<file path="config.mk">
export PLATFORM = sky130hd
export DESIGN_NAME = my_pc_ctrl
export DESIGN_NICKNAME = d
export VERILOG_FILES = /design/src/rtl/my_defs.sv /design/src/rtl/my_pc_ctrl.sv
export SDC_FILE = /design/constraint.sdc
export NUM_CORES = 1
export LEC_CHECK = 0
export BUFFER_PORTS_ARGS = -buffer_cell sky130_fd_sc_hd__buf_4
export CAP_MARGIN = 10
export CORE_MARGIN = 4
export CORE_UTILIZATION = 25
export CTS_CLUSTER_SIZE = 30
export DETAILED_ROUTE_END_ITERATION = 6
export PLACE_DENSITY_LB_ADDON = 0.15
export SYNTH_ARGS = -nofsm -noshare
export SYNTH_HDL_FRONTEND = slang
export SYNTH_SLANG_ARGS = --single-unit
</file>
<file path="constraint.sdc">
create_clock -name clk -period 4.25 [get_ports clk]
set_input_delay 1.275 -clock clk [delete_from_list [all_inputs] [get_ports clk]]
set_output_delay 1.275 -clock clk [all_outputs]
set_load 0.1 [all_outputs]
</file>
<file path="src/rtl/my_defs.sv">
// Shared definitions for the fetch sequencer: word width, default vectors and
// sequencer state encoding.
package my_defs;

  localparam int WORD = 32;

  localparam logic [WORD-1:0] DEF_RESET_VEC = 32'h0000_0000;
  localparam logic [WORD-1:0] DEF_EXC_VEC   = 32'h0000_0180;
  localparam int              DEF_TIMEOUT   = 8;

  typedef enum logic [1:0] {
    ST_BOOT  = 2'd0,
    ST_FETCH = 2'd1,
    ST_HOLD  = 2'd2,
    ST_FAULT = 2'd3
  } state_e;

  // Instruction addresses must be word aligned.
  function automatic logic misaligned(input logic [1:0] lsbs);
    return lsbs != 2'b00;
  endfunction

endpackage

</file>
<file path="src/rtl/my_pc_ctrl.sv">
// Fetch sequencer beside my_pc: drives pc_d, runs the imem req/ack handshake,
// hands fetched words to decode and applies redirects, exceptions and faults.
module my_pc_ctrl
  import my_defs::*;
#(
  parameter logic [WORD-1:0] RESET_VEC = DEF_RESET_VEC,
  parameter logic [WORD-1:0] EXC_VEC   = DEF_EXC_VEC,
  parameter int              TIMEOUT   = DEF_TIMEOUT
) (
  input  logic            clk,
  input  logic            rst,
  input  logic [WORD-1:0] pc_q,
  output logic [WORD-1:0] pc_d,
  output logic            imem_req,
  output logic [WORD-1:0] imem_addr,
  input  logic            imem_ack,
  input  logic [WORD-1:0] imem_rdata,
  output logic            if_valid,
  output logic [WORD-1:0] if_instr,
  output logic [WORD-1:0] if_pc,
  input  logic            id_ready,
  input  logic            redirect_valid,
  input  logic [WORD-1:0] redirect_target,
  input  logic            exc_req,
  output logic            fetch_err
);

  localparam int              CNT_W    = $clog2(TIMEOUT);
  localparam logic [CNT_W-1:0] CNT_LAST = CNT_W'(TIMEOUT - 1);

  state_e            state;
  logic [CNT_W-1:0]  cnt;
  logic              pend_valid;
  logic              pend_exc;
  logic [WORD-1:0]   pend_target;

  logic              redir_ok;
  logic              redir_bad;
  logic              squash;
  logic [WORD-1:0]   squash_target;

  // exc_req outranks any redirect; a misaligned target only faults on its own.
  assign redir_ok  = redirect_valid && !misaligned(redirect_target[1:0]);
  assign redir_bad = redirect_valid && !exc_req && misaligned(redirect_target[1:0]);

  // A fetch in flight is thrown away if anything redirected it, this cycle or earlier.
  assign squash        = exc_req || redir_ok || pend_valid;
  assign squash_target = (exc_req || pend_exc) ? EXC_VEC :
                         redir_ok              ? redirect_target :
                                                 pend_target;

  assign imem_req  = (state == ST_FETCH);
  assign imem_addr = pc_q;
  assign fetch_err = (state == ST_FAULT);

  // Next-PC mux. my_pc has no enable, so "hold" is pc_d = pc_q.
  always_comb begin
    // NOTE: default first so every path assigns pc_d and no latch is inferred.
    pc_d = pc_q;
    unique case (state)
      ST_BOOT:  pc_d = RESET_VEC;
      ST_FETCH: begin
        if (imem_ack && !redir_bad)
          pc_d = squash ? squash_target : pc_q + WORD'(4);
      end
      ST_HOLD: begin
        if (exc_req)       pc_d = EXC_VEC;
        else if (redir_ok) pc_d = redirect_target;
      end
      ST_FAULT: pc_d = EXC_VEC;
      default:  pc_d = pc_q;
    endcase
  end

  // NOTE: all state below uses non-blocking assignments so every register sees
  // the pre-edge values of the others, independent of statement order.
  always_ff @(posedge clk or negedge rst) begin
    if (!rst) begin
      state       <= ST_BOOT;
      cnt         <= '0;
      pend_valid  <= 1'b0;
      pend_exc    <= 1'b0;
      pend_target <= '0;
      if_valid    <= 1'b0;
      if_instr    <= '0;
      if_pc       <= '0;
    end else begin
      unique case (state)
        ST_BOOT: begin
          // imem_ack is deliberately not looked at: it may belong to a pre-reset fetch.
          state      <= ST_FETCH;
          cnt        <= '0;
          pend_valid <= 1'b0;
          pend_exc   <= 1'b0;
        end

        ST_FETCH: begin
          if (redir_bad) begin
            state      <= ST_FAULT;
            cnt        <= '0;
            pend_valid <= 1'b0;
            pend_exc   <= 1'b0;
          end else if (imem_ack) begin
            cnt        <= '0;
            pend_valid <= 1'b0;
            pend_exc   <= 1'b0;
            if (squash) begin
              state <= ST_FETCH;
            end else begin
              state    <= ST_HOLD;
              if_valid <= 1'b1;
              if_instr <= imem_rdata;
              if_pc    <= pc_q;
            end
          end else if (cnt == CNT_LAST) begin
            state      <= ST_FAULT;
            cnt        <= '0;
            pend_valid <= 1'b0;
            pend_exc   <= 1'b0;
          end else begin
            cnt <= cnt + CNT_W'(1);
            if (exc_req) begin
              pend_valid <= 1'b1;
              pend_exc   <= 1'b1;
            end else if (redir_ok && !pend_exc) begin
              pend_valid  <= 1'b1;
              pend_target <= redirect_target;
            end
          end
        end

        ST_HOLD: begin
          if (exc_req || redir_ok) begin
            if_valid <= 1'b0;
            state    <= ST_FETCH;
          end else if (redir_bad) begin
            if_valid <= 1'b0;
            state    <= ST_FAULT;
          end else if (if_valid && id_ready) begin
            if_valid <= 1'b0;
            state    <= ST_FETCH;
          end
        end

        ST_FAULT: begin
          state <= ST_FETCH;
          cnt   <= '0;
        end

        default: state <= ST_BOOT;
      endcase
    end
  end

endmodule
</file>
Word-level counts from Yosys, hierarchy flattened
Index checks and enable logic that the tools add are counted. Widths: inputs -> output; s select.

Output and inout port bits: 131. Input bits: 102. Register bits after elaboration: 104.

Multiplexer cells: 37. $add $sub $neg: 2. Equal/unequal tests: 11. Reductions and logical operators: 25. Bitwise operators: 5.

Operator list (number): $mux 32 (6); $pmux 32 s4 (1); $add 32x3->32 const B (1); $mux 1 (15); $mux 2 (7); $mux 3 (3); $reduce_bool 2->1 (4); $logic_and 1x1->1 (6); $ne 6x1->1 const B (1); $pmux 1 s2 (3); $pmux 2 s3 (1); $pmux 3 s2 (1); $reduce_and 2->1 (3); $reduce_and 6->1 (1); $ne 5x1->1 const B (1); $not 1->1 (5); $reduce_and 5->1 (1); $eq 2x2->1 const B (2); $logic_not 1->1 (4); $ne 2x2->1 const B (2); $ne 4x1->1 const B (1); $ne 4x4->1 const B (1); $reduce_and 4->1 (1); $add 3x1->3 const B (1); 6 further kinds (8).

Depth between registers and ports, before layout
Depth in word-level cells: 10. Mapped depth: 9. Mapped depth without buffers: 7.

Worst setup path after synthesis
Ideal clock, no wire load.

Kind: input to output. Start point: input port redirect_valid. End point: output port pc_d[21]. Data arrival time: 5.811 ns. Path slack: -2.836 ns. Stages: 7. Required time: 2.975 ns. Path through: clkbuf_2 > nor3b_1 > buf_2 > nor3_1 > clkbuf_1 > nand2_1 > o311ai_0.

Word-level cells in the longest chain between the ends: 6. Elaborated cells between the ends (all ways): 14.

RTL lines: start: declaration (RTL line my_pc_ctrl.sv:22) `input logic redirect_valid,`; $logic_and 1x1->1 (on tied branches) (RTL line my_pc_ctrl.sv:43, my_pc_ctrl.sv:44); $mux 32 (tied with other cells) (RTL line my_pc_ctrl.sv:49) `redir_ok ? redirect_target :`; $mux 32 (tied with other cells) (RTL line my_pc_ctrl.sv:48) `assign squash_target = (exc_req || pend_exc) ? EXC_VEC :`; $mux 32 / $logic_and 1x1->1 (equally long branches) (RTL line my_pc_ctrl.sv:64, my_pc_ctrl.sv:63); $mux 32 (RTL line my_pc_ctrl.sv:63) `if (imem_ack && !redir_bad)`; $pmux 32 s4 * (RTL line my_pc_ctrl.sv:60) `unique case (state)`; end: declaration (RTL line my_pc_ctrl.sv:13) `output logic [WORD-1:0] pc_d,`.

Mark *: on every way between the ends. The rest lies on a longest branch, timed or not.

Final worst setup path
Start point: input port pc_q[2]. End point: output port pc_d[22].

Word-level cells in the longest chain between the ends: 4.

RTL lines: start: declaration (RTL line my_pc_ctrl.sv:12) `input logic [WORD-1:0] pc_q,`; $add 32x3->32 (RTL line my_pc_ctrl.sv:64) `pc_d = squash ? squash_target : pc_q + WORD'(4);`; $mux 32 (RTL line my_pc_ctrl.sv:64); $mux 32 (RTL line my_pc_ctrl.sv:63); $pmux 32 s4 (RTL line my_pc_ctrl.sv:60).

Every way passes these cells.

==> impl_metrics.json <==
{
  "post-route-util": 0.445,
  "cts_buffer_depth": 2,
  "synth_area_in_xor_xnor": 0.00278,
  "initial_utilization": 0.257,
  "synth.cell_area_mm2": 0.00631,
  "timing.final.crit_period_ps": 4410,
  "gr-max-usage-layer": "met2",
  "die_area_mm2": 0.0278,
  "wl_per_cell_um": 20.7,
  "synthArstFlopShare": 1.00,
  "globalRouteMet1Util": 0.242,
  "synth.top_cells.by_count": "sky130_fd_sc_hd__dfrtp_1, sky130_fd_sc_hd__mux2_2, sky130_fd_sc_hd__nand2_1, sky130_fd_sc_hd__buf_4, sky130_fd_sc_hd__nor2_1",
  "grt_pass1_wl_um": 40500,
  "setup-tns-final_ps": -688,
  "worst_clock_skew_ps": 8.36,
  "synth_top_cells_by_area": "sky130_fd_sc_hd__dfrtp_1, sky130_fd_sc_hd__mux2_2, sky130_fd_sc_hd__buf_4",
  "vdd.ir_drop.worst_v": 0.000624,
  "maxSlewViolCount": 0,
  "synth_top_family_by_area": "multiplexers",
  "rsz_0062_raised_after_global_routing": "true",
  "holdWs_ps": 492,
  "worst_setup_hold_path_clk_slew_ps": 70,
  "post_layout_net_count": 1044,
  "clock_tree.root_cell": "sky130_fd_sc_hd__clkbuf_16",
  "hpwl_um": 19400,
  "max_cap_violations": 0,
  "cp.required_ps": 2970,
  "boundaryPins": 233,
  "postSynthNetCount": 742,
  "syn_area_per_cell_um2": 9.98,
  "cts.sinks": 104,
  "number_of_global_route_vias_before_repair": 6761,
  "io_buffer_count": 232,
  "grt_antenna_before_repair": 0,
  "tritoncts_clock_tree": "yes",
  "yosysWarnings": 0,
  "synthDistinctLibCells": 65,
  "worst_slew_margin_rel": 0.453,
  "failed_checks": "setup timing",
  "timing.setup.critical_path_class": "input pin to output port",
  "global_route.usage.total": 0.184,
  "tightest_slew_ps": 821,
  "largest_net_degree_at_the_start_of_global_routing": 59,
  "use_met2": 0.306,
  "weighted_congestion_at_the_end_of_routability_driven_global_placement": 0.830,
  "detailedRoute.firstIterationViolations": 244,
  "placedInstanceArea_mm2": 0.00956,
  "worst_skew_pair.late_latency_ps": 370,
  "yosys.cell_count.top_type": "sky130_fd_sc_hd__dfrtp_1",
  "dr.pass1.iters": 7,
  "ys.flop_type": "sky130_fd_sc_hd__dfrtp_1",
  "synth.largest_area_cell": "sky130_fd_sc_hd__dfrtp_1",
  "synth_edf_count": 0,
  "placementRows": 57,
  "final_area_mm2": 0.0109,
  "drc": 0,
  "post_synth_fa_ha_maj_area_fraction": 0.0159,
  "proportion_of_layout_cells_with_a_drive_suffix_above_1": 0.637,
  "synth_top_area_share": 0.413,
  "gr_layer_usage_met3": 0.0510,
  "total_routed_wirelength_um": 26100,
  "overflow": 0,
  "leakagePower_nw": 4.87,
  "route.vias.total": 6375,
  "dieWidth_um": 167,
  "setup_slack_ps": -157,
  "cts_buffers": 9,
  "seq_area_frac_synth": 0.413,
  "ys_ff_latch": 104,
  "dp_worst_setup_slack_ps": -337,
  "final-setup-viol-count": 9,
  "timing.hold.worst.class": "register to register",
  "die_height_um": 167,
  "timing.critical_path.fanout_max": 4,
  "hold_violations": 0,
  "crit_path_start_kind": "input pin",
  "cts-htree-levels": 3,
  "yosys-mux-area-fraction": 0.188,
  "fmax_mhz": 227,
  "insertedDiodeCount": 0,
  "power_per_cell_area_mw_per_mm2": 793,
  "crit_arrival_ps": 3130,
  "run_status": "complete, but fails checks",
  "area_delta_synth_final_pct": 73.2,
  "core-area_mm2": 0.0245,
  "compound_gate_portion_of_the_synthesized_area": 0.154,
  "final_worst_path_cycle_share": 1.04,
  "synth_simple_gate_area_share": 0.149,
  "critical_path_sink_type": "output port",
  "synthesis.instances": 632,
  "drt-vias-per-instance": 5.05,
  "reg2reg_setup_slack_ps": 1880,
  "postRouteAntennaNets": 0
}
==> final cells by class <==
cell class | count | area, µm²
fillers | 2386 | 13600
multi-input cells | 437 | 4170
repair buffers | 370 | 3390
flip-flops and latches | 104 | 2600
well taps | 324 | 405
clock buffers | 10 | 239
clock inverters | 6 | 63.8
inverters | 12 | 45.0
==> sequential cells by signal, indices dropped and copies added, names as in the netlist <==
register,cells
cnt,3
state,2
if_pc,32
if_valid,1
pend_valid,1
pend_target,32
pend_exc,1
if_instr,32
==> per-layer routing <==
layer  vias to the layer above  share of wire  wire [µm]
met3                        20          0.066       1710
met1                      3183           0.44      11500
met2                       222           0.48      12600
met5                         -              0          0
met4                         0          0.011        288
li1                       2950              -          -
==> worst paths after layout <==
kind	from	endpoint	cells after the start
max	pc_q[2]	pc_d[22]	8
min	if_pc[8]$_DFFE_PN0P_	if_pc[8]$_DFFE_PN0P_	2
max reg2reg	state[1]$_DFFE_PN0P_	if_pc[7]$_DFFE_PN0P_	8
min reg2reg	if_pc[8]$_DFFE_PN0P_	if_pc[8]$_DFFE_PN0P_	2
max in group asynchronous	rst	pend_target[3]$_DFFE_PN0P_	2
min in group asynchronous	rst	if_instr[0]$_DFFE_PN0P_	1
==> per-stage QoR <==
stage	power [mW]	std cells
5_1_grt	8.99	1263
2_1_floorplan	6.07	632
4_1_cts	8.61	1259
3_5_place_dp	7.41	1229
6_report	8.66	1263
3_3_place_gp	7.39	1229
==> power breakdown <==
part	switching [mW]	leakage, nW	internal, mW
clock network	0.447	0.145	0.431
logic	4.40	3.43	1.69
registers	0.257	1.29	1.44
total	5.10	4.87	3.55
==> what timing repair did <==
action                     in CTS  in global routing
setup endpoints to repair      31                 31
cloned                          3                  1
hold buffers                    0                  0
pin swaps                      31                 32
gates resized for setup       133                 73
setup buffers                  12                  8
==> worst max-delay path, cell delays in order <==
cell and delay, ps:
sky130_fd_sc_hd__buf_8 90, sky130_fd_sc_hd__ha_4 140, sky130_fd_sc_hd__nand4_1 110, sky130_fd_sc_hd__or4_4 540, sky130_fd_sc_hd__or4_1 500, sky130_fd_sc_hd__a21o_1 210
sky130_fd_sc_hd__nand3_4 90, sky130_fd_sc_hd__buf_12 180
==> placed cells by master, fill, tap and decap left out, types with 5 or more instances in the layout <==
master	instances
sky130_fd_sc_hd__a21oi_4	6
sky130_fd_sc_hd__mux2_2	90
sky130_fd_sc_hd__ha_1	5
sky130_fd_sc_hd__nor2_2	5
sky130_fd_sc_hd__buf_12	35
sky130_fd_sc_hd__o22ai_4	8
sky130_fd_sc_hd__buf_8	8
sky130_fd_sc_hd__nor4_4	5
sky130_fd_sc_hd__nor2b_1	6
sky130_fd_sc_hd__a21oi_1	19
sky130_fd_sc_hd__buf_6	27
sky130_fd_sc_hd__dfrtp_1	104
sky130_fd_sc_hd__nand4_1	15
sky130_fd_sc_hd__inv_1	12
sky130_fd_sc_hd__clkbuf_16	10
sky130_fd_sc_hd__nor2_1	24
sky130_fd_sc_hd__buf_4	298
sky130_fd_sc_hd__nand3_1	9
sky130_fd_sc_hd__nor3_1	9
sky130_fd_sc_hd__o21ai_0	19
sky130_fd_sc_hd__o21ai_4	6
sky130_fd_sc_hd__o211ai_1	6
sky130_fd_sc_hd__mux2i_1	7
sky130_fd_sc_hd__a21oi_2	5
sky130_fd_sc_hd__a222oi_1	8
sky130_fd_sc_hd__mux2i_2	8
sky130_fd_sc_hd__a22oi_1	9
sky130_fd_sc_hd__nand2_1	39
sky130_fd_sc_hd__and3_1	7
==> cell families (layout without fill, tap and decap cells) <==
| family | count (synthesis) | after routing |
|---|---|---|
| compound gates | 145 | 146 |
| xor+xnor | 2 | 2 |
| fa+ha+maj | 8 | 8 |
| buf+inv | 92 | 398 |
| flops | 104 | 104 |
| mux | 107 | 107 |
| simple gates | 174 | 174 |
Note: power is estimated with default switching activity, not from simulation.
